## src/rtl/lsu_rmw.sv

```systemverilog
// Load/store unit in front of a word-only data memory.
// Loads pick a byte/half lane out of the returned word and then sign- or
// zero-extend it. SW writes the whole word in one cycle. SB/SH read the
// word, merge the new lane into it, and write it back one cycle later.
// The core is stalled during the read cycle.
//
// state | meaning
// ------+-----------------------------------------------------------------
// IDLE  | accept a request; loads and SW finish in this cycle
// WRITE | write back the merged word of an SB/SH; the core's inputs are ignored
module lsu_rmw #(
    parameter int MEM_WORDS = 1024
) (
    input  logic        clk,
    input  logic        rst,
    input  logic        req_valid,
    input  logic        req_write,
    input  logic [2:0]  funct3,
    input  logic [31:0] addr,
    input  logic [31:0] wdata,
    output logic [31:0] rdata,
    output logic        stall,
    output logic        fault,
    output logic        mem_read,
    output logic        mem_write,
    output logic [31:0] mem_addr,
    output logic [31:0] mem_wdata,
    input  logic [31:0] mem_rdata
);

    localparam logic [31:0] ADDR_LIMIT = 32'(MEM_WORDS * 4);

    typedef enum logic {
        IDLE  = 1'b0,
        WRITE = 1'b1
    } state_t;

    state_t      state_q, state_d;
    logic [31:0] merge_q, merge_d;
    logic [31:0] waddr_q, waddr_d;

    logic [31:0] addr_aligned;
    logic        req_fault;
    logic [7:0]  lane_b;
    logic [15:0] lane_h;
    logic [31:0] load_ext;
    logic [31:0] merged;

    assign addr_aligned = {addr[31:2], 2'b00};

    // Decode the request for misalignment, out-of-range address or an illegal width code.
    always_comb begin
        req_fault = 1'b0;
        if ((funct3 == 3'd1 || funct3 == 3'd5) && addr[0])
            req_fault = 1'b1;
        if (funct3 == 3'd2 && addr[1:0] != 2'b00)
            req_fault = 1'b1;
        if (addr >= ADDR_LIMIT)
            req_fault = 1'b1;
        if (!req_write && (funct3 == 3'd3 || funct3 == 3'd6 || funct3 == 3'd7))
            req_fault = 1'b1;
        if (req_write && funct3 > 3'd2)
            req_fault = 1'b1;
    end

    // Extract the addressed lane from the memory word and extend it to 32 bits.
    always_comb begin
        lane_b = 8'(mem_rdata >> {addr[1:0], 3'b000});
        lane_h = addr[1] ? mem_rdata[31:16] : mem_rdata[15:0];
        case (funct3)
            3'd0:    load_ext = {{24{lane_b[7]}}, lane_b};
            3'd1:    load_ext = {{16{lane_h[15]}}, lane_h};
            3'd2:    load_ext = mem_rdata;
            3'd4:    load_ext = {24'h0, lane_b};
            3'd5:    load_ext = {16'h0, lane_h};
            default: load_ext = 32'h0;
        endcase
    end

    // Replace the addressed byte/half of the current word with the store data.
    always_comb begin
        merged = mem_rdata;
        if (funct3 == 3'd0) begin
            case (addr[1:0])
                2'd0: merged[7:0]   = wdata[7:0];
                2'd1: merged[15:8]  = wdata[7:0];
                2'd2: merged[23:16] = wdata[7:0];
                2'd3: merged[31:24] = wdata[7:0];
            endcase
        end else if (addr[1]) begin
            merged[31:16] = wdata[15:0];
        end else begin
            merged[15:0] = wdata[15:0];
        end
    end

    // Next-state and output decode. Reset masks every output in the same cycle.
    always_comb begin
        state_d   = state_q;
        merge_d   = merge_q;
        waddr_d   = waddr_q;
        rdata     = 32'h0;
        stall     = 1'b0;
        fault     = 1'b0;
        mem_read  = 1'b0;
        mem_write = 1'b0;
        mem_addr  = 32'h0;
        mem_wdata = 32'h0;

        case (state_q)
            IDLE: begin
                if (req_valid) begin
                    if (req_fault) begin
                        fault = 1'b1;
                    end else if (!req_write) begin
                        mem_read = 1'b1;
                        mem_addr = addr_aligned;
                        rdata    = load_ext;
                    end else if (funct3 == 3'd2) begin
                        mem_write = 1'b1;
                        mem_addr  = addr_aligned;
                        mem_wdata = wdata;
                    end else begin
                        mem_read = 1'b1;
                        mem_addr = addr_aligned;
                        stall    = 1'b1;
                        merge_d  = merged;
                        waddr_d  = addr_aligned;
                        state_d  = WRITE;
                    end
                end
            end
            WRITE: begin
                mem_write = 1'b1;
                mem_addr  = waddr_q;
                mem_wdata = merge_q;
                state_d   = IDLE;
            end
            default: state_d = IDLE;
        endcase

        if (rst) begin
            rdata     = 32'h0;
            stall     = 1'b0;
            fault     = 1'b0;
            mem_read  = 1'b0;
            mem_write = 1'b0;
            mem_addr  = 32'h0;
            mem_wdata = 32'h0;
        end
    end

    // State, merged word and write address registers with synchronous reset.
    always_ff @(posedge clk) begin
        if (rst) begin
            state_q <= IDLE;
            merge_q <= 32'h0;
            waddr_q <= 32'h0;
        end else begin
            state_q <= state_d;
            merge_q <= merge_d;
            waddr_q <= waddr_d;
        end
    end

endmodule

```

## config.mk

```make
export PLATFORM = sky130hd
export DESIGN_NAME = lsu_rmw
export DESIGN_NICKNAME = d
export VERILOG_FILES = /design/src/rtl/lsu_rmw.sv
export SDC_FILE = /design/constraint.sdc
export NUM_CORES = 1
export LEC_CHECK = 0
export ABC_AREA = 0
export BUFFER_PORTS_ARGS = -buffer_cell sky130_fd_sc_hd__buf_2
export CORE_MARGIN = 1
export CORE_UTILIZATION = 51
export CTS_BUF_LIST = sky130_fd_sc_hd__clkbuf_2
export DETAILED_ROUTE_END_ITERATION = 10
export GPL_TIMING_DRIVEN = 0
export PLACE_DENSITY = 0.88
export REMOVE_ABC_BUFFERS = 1
export SYNTH_ARGS = -nofsm -noshare
export SYNTH_HDL_FRONTEND = slang
export SYNTH_SLANG_ARGS = --single-unit
```

## constraint.sdc

```tcl
create_clock -name clk -period 4.8 [get_ports clk]
set_input_delay 0.96 -clock clk [delete_from_list [all_inputs] [get_ports clk]]
set_output_delay 0.96 -clock clk [all_outputs]
set_load 0.01 [all_outputs]
```

Word-level counts from Yosys, hierarchy flattened
Cells that the tools add are included.
- memories: 0
- word-level logic and storage cells: 82
- bits in read-only memories: 0
- bits in writable memories: 0
- input bits: 103
- output and inout port bits: 100
- bits in latches: 0
- bits in registers: 63
- order comparisons: 2
- bitwise gates (word level): 3
- multiply operators: 0
- shifts and indexed selects: 1
- muxes and demuxes: 51
- reduce and logical (&&, ||, !) cells: 12
- divide/modulo/power cells: 0
- eq/ne operators: 10
- add/subtract/negate cells: 0
- operators by type and width (kind ; count):
    32-bit 2-to-1 mux ; 14
    32-bit case mux with 5 select lines ; 1
    32-bit case mux with 2 select lines ; 2
    16-bit 2-to-1 mux ; 3
    32-bit by 13-bit >= comparator with 1-bit output (second input constant) ; 1
    8-bit 2-to-1 mux ; 4
    32-bit by 5-bit >> shifter with 8-bit output ; 1
    1-bit 2-to-1 mux ; 25
    3-bit equality test (second input constant) ; 4
    3-bit by 2-bit equality test with 1-bit output (second input constant) ; 2
    5-bit AND reduction ; 1
    2-bit equality test (second input constant) ; 2
    1-bit logical AND ; 4
    1-bit case mux with 2 select lines ; 2
    3-bit by 1-bit equality test with 1-bit output (second input constant) ; 1
    3-bit by 2-bit > comparator with 1-bit output (second input constant) ; 1
    3-bit zero test ; 1
    1-bit logical OR ; 3
    1-bit inverter ; 3
    2-bit by 1-bit equality test with 1-bit output (second input constant) ; 1
    2-bit zero test ; 1
    2-bit nonzero test ; 1
    1-bit zero test ; 1

Logic depth before layout (Yosys ltp)
- word-level depth: 12
- mapped depth: 8
- gate-level depth less buffers: 5

Worst setup path before layout
OpenSTA, ideal clock, no wires.
- kind: input to output
- from: input port addr[13]
- to: output port rdata[29]
- path slack: 1.030 ns
- path buffers: 2
- data required time: 3.840 ns
- data arrival time: 2.810 ns
- stages on the path: 7
- path through: or4_4 -> a2111oi_4 -> and4_1 -> buf_4 -> nand3_1 -> clkbuf_1 -> a21oi_1
- word-level cells in the longest chain between the ends: 8
- RTL lines (element ; line ; text):
    from (decl) ; 19 ; input logic [31:0] addr,
    32-bit by 13-bit >= comparator with 1-bit output ; 58 ; if (addr >= ADDR_LIMIT)
    1-bit 2-to-1 mux ; 58 ;
    1-bit 2-to-1 mux ; 60 ; if (!req_write && (funct3 == 3'd3 || funct3 == 3'd6 || funct3 == 3'd7))
    1-bit 2-to-1 mux ; 62 ; if (req_write && funct3 > 3'd2)
    32-bit 2-to-1 mux ; 113 ; if (req_fault) begin
    32-bit 2-to-1 mux ; 112 ; if (req_valid) begin
    32-bit 2-to-1 mux ; 110 ; case (state_q)
    32-bit 2-to-1 mux ; 142 ; if (rst) begin
    to (decl) ; 21 ; output logic [31:0] rdata,
No other way between the ends.

Final worst setup path
- from: input port addr[13]
- to: output port mem_wdata[4]
- word-level cells in the longest chain between the ends: 8
- RTL lines (element ; line ; text):
    32-bit by 13-bit >= comparator with 1-bit output ; 58 ;
    1-bit 2-to-1 mux ; 58 ;
    1-bit 2-to-1 mux ; 60 ;
    1-bit 2-to-1 mux ; 62 ;
    32-bit 2-to-1 mux ; 113 ;
    32-bit 2-to-1 mux ; 112 ;
    32-bit case mux with 2 select lines ; 110 ;
    32-bit 2-to-1 mux ; 142 ;
    to (decl) ; 27 ; output logic [31:0] mem_wdata,
No other way between the ends.

==> results.yml <==
run_status:
  outcome: "completed"
global_routing:
  grt_max_degree: 84
  grt_usage: 0.327
  grt_pass1_vias: 4336
  grt_pass1_wl_um: 21800
  antenna_found_initial: 0
  overflow: 0
critical_path:
  crit_end: "mem_wdata[4]"
  r2r-end: "merge_q[23]"
  reg2reg_slack_ns: 1.77
  start_kind: "input pin"
  r2r_cells: 3
  crit_start: "addr[13]"
  cp_max_fo: 27
  required_ns: 3.84
  r2r-start: "state_q"
  crit_path_end_kind: "output port"
  path_class: "input pin to output port"
  cp.arrival_ns: 3.68
sta:
  slew_headroom: 0.129
  period_share: 0.968
  max_freq_mhz: 215
  whs_ns: 0.480
  layout_min_cycle_time_ns: 4.64
  fin_skew_ns: 0.0284
  setup_tns_ns: 0
  report.final.slew_viol_count: 0
  worst_pin_slew_ns: 1.31
  final_hold_viol_count: 0
  finalSetupViolCount: 0
  grt_setup_unrepaired: "false"
detailed_routing:
  dr.pass1.iters: 8
  wl_per_cell_um: 18.4
  drt-vias-per-instance: 6.35
  drt_wl_total_um: 14000
  ant_nets: 0
  drc: 0
  drt_iter0_drc: 434
  routed-via-count: 4840
clocking:
  clkSinkCount: 63
  clockRootBuffer: "clkbuf_2"
  cts_max_level: 3
  cts_hold_repair.buffers: 0
  insertion_delay_ns: 0.47
  cts.clk_slew.worst_paths_ns: 0.18
  numCtsBuffers: 9
  cts_buffer_depth: 2
  cts_tree: "yes"
cells_and_area:
  final_core_util: 0.696
  instances_no_fill: 762
  syn_to_final_growth_pct: 29.2
  drive_above_1_share: 0.359
  mostFrequentLayoutCells: "buf_2 (201), dfxtp_1 (63), a21oi_1 (58)"
  fill_cells: 645
  nets: 761
  mostFrequentLayoutCell: "buf_2"
  diodes: 0
flow_run:
  drv_cap: 0
floorplan:
  coreArea_mm2: 0.00745
  io_pins: 203
  dieArea_mm2: 0.00823
  fp-row-count: 31
  start_util: 0.539
  fp.dieH_um: 90.7
  die_w_um: 90.7
power_and_ir_drop:
  p_leak_nw: 2.42
  p_int_uw: 822
  fin_total_pwr_mw: 1.13
  swShare: 0.273
  comb_power_share: 0.158
  vdd_drop_max_mv: 0.135
  clkPwrFrac: 0.378
  pwr-share-seq: 0.464
  p_sw_uw: 308
  power_density_mw_per_mm2: 218
synth:
  synth-edff-count: 0
  ys_seq_area_frac: 0.314
  synth_mux_area_frac: 0.0402
  yosys_warnings: 0
  postSynth.asyncResetShare: 0
  synthesis.area_mm2: 0.00402
  synth_fa_ha_area_frac: 0
  yosys.area_share.simple: 0.242
  synth_area_per_cell_um2: 8.09
  synth_xor_area_frac: 0
  synth-compound-area-share: 0.340
  ys_types: 51
  ys_ff_latch: 63
  synth_ff_type: "dfxtp_1"
  syn_inst: 496
  synth_top_family_by_area: "compound AO/OA/AOI/OAI gates"
placement:
  place_inst: 745
  portBuffers: 200
  gp_congestion: 0.948
  dp_hpwl_um: 9890
hold_path:
  hold_class: "flip-flop to flip-flop"
==> critical path: stages <==
cell	delay, ns
buf_2	0.11
or4_4	0.54
a2111oi_4	0.40
nand4_4	0.44
nor3_4	0.72
buf_16	0.23
a22o_1	0.14
buf_2	0.14
==> cell usage after synthesis, types with 4 or more instances <==
cell type	number	area, um^2
nor3_1	4	20.0
inv_1	4	15.0
buf_2	9	45.0
o22ai_1	15	93.8
nor2b_1	4	25.0
a21oi_1	58	290
mux2i_1	15	150
a22o_1	52	455
nand2b_1	6	37.5
o2111ai_1	6	52.6
o21ai_0	16	80.1
a211oi_1	9	67.6
a22oi_1	14	105
or4_1	14	105
nor3b_1	21	158
o22a_1	5	43.8
and3b_1	20	175
nor2_1	24	90.1
nand2_1	43	161
a311oi_1	8	70.1
nand3_1	9	45.0
clkbuf_1	40	150
dfxtp_1	63	1260
==> sequential cells by signal (all words and copies together) (netlist names) <==
name and cells:
merge_q 32, waddr_q 30, state_q 1
==> timing repair <==
item                       CTS  global route
resized for setup            4             0
gates cloned                 0             0
setup endpoints to repair   51             3
setup buffers                0             0
pin swaps                    0             1
==> power by group through the flow <==
| stage | Clock, mW | Combinational [mW] | Sequential [mW] |
|---|---|---|---|
| after CTS | 0.429 | 0.172 | 0.524 |
| final | 0.427 | 0.179 | 0.524 |
| after global placement | 0 | 0.162 | 0.534 |
| after floorplan | 0 | 0.0733 | 0.534 |
| after global routing | 0.460 | 0.190 | 0.524 |
| after detailed placement | 0 | 0.171 | 0.534 |
==> metal layers <==
| layer | GRT usage | share of wire | vias up |
|---|---|---|---|
| met2 | 0.544 | 0.48 | 338 |
| met3 | 0.0530 | 0.10 | 38 |
| met1 | 0.411 | 0.39 | 2241 |
| met5 | 0 | 0 | - |
| li1 | - | - | 2223 |
| met4 | 0.149 | 0.025 | 0 |
==> through the flow <==
step	cell area, um^2	setup WS (ns)
2_1_floorplan	3780	0.156
3_3_place_gp	4910	-0.932
3_5_place_dp	5010	-0.741
4_1_cts	5180	0.136
5_1_grt	5190	0.0269
6_report	5190	0.156
==> kinds of logic (layout without fill, tap and decap cells) <==
family | count (synthesis) | after routing
AND/OR/NAND/NOR | 162 | 162
flip-flops | 63 | 63
buffers and inverters | 59 | 225
multiplexers | 16 | 16
other | 1 | 2
AO/OA/AOI/OAI | 195 | 195
==> layout make-up <==
| class | count | area (um^2) | area share |
|---|---|---|---|
| clock buffers | 12 | 60.1 | 0.0116 |
| clock inverters | 4 | 93.8 | 0.0181 |
| inverters | 4 | 15.0 | 0.00290 |
| multi-input cells | 375 | 2560 | 0.493 |
| flip-flops and latches | 63 | 1260 | 0.243 |
| well taps | 99 | 124 | 0.0239 |
| repair buffers | 205 | 1080 | 0.207 |
==> worst min path at each step <==
stage / slack (ns) / endpoint / startpoint / cells after the start
6_report: 0.48 / waddr_q[12] / waddr_q[12] / 1
5_1_grt: 0.50 / waddr_q[12] / waddr_q[12] / 1
4_1_cts: 0.48 / waddr_q[12] / waddr_q[12] / 1
3_5_place_dp: 0.46 / waddr_q[12] / waddr_q[12] / 1
3_3_place_gp: 0.45 / merge_q[15] / merge_q[15] / 2
2_1_floorplan: 0.44 / merge_q[11] / merge_q[11] / 2
Note: power is estimated with default switching activity, not from simulation.
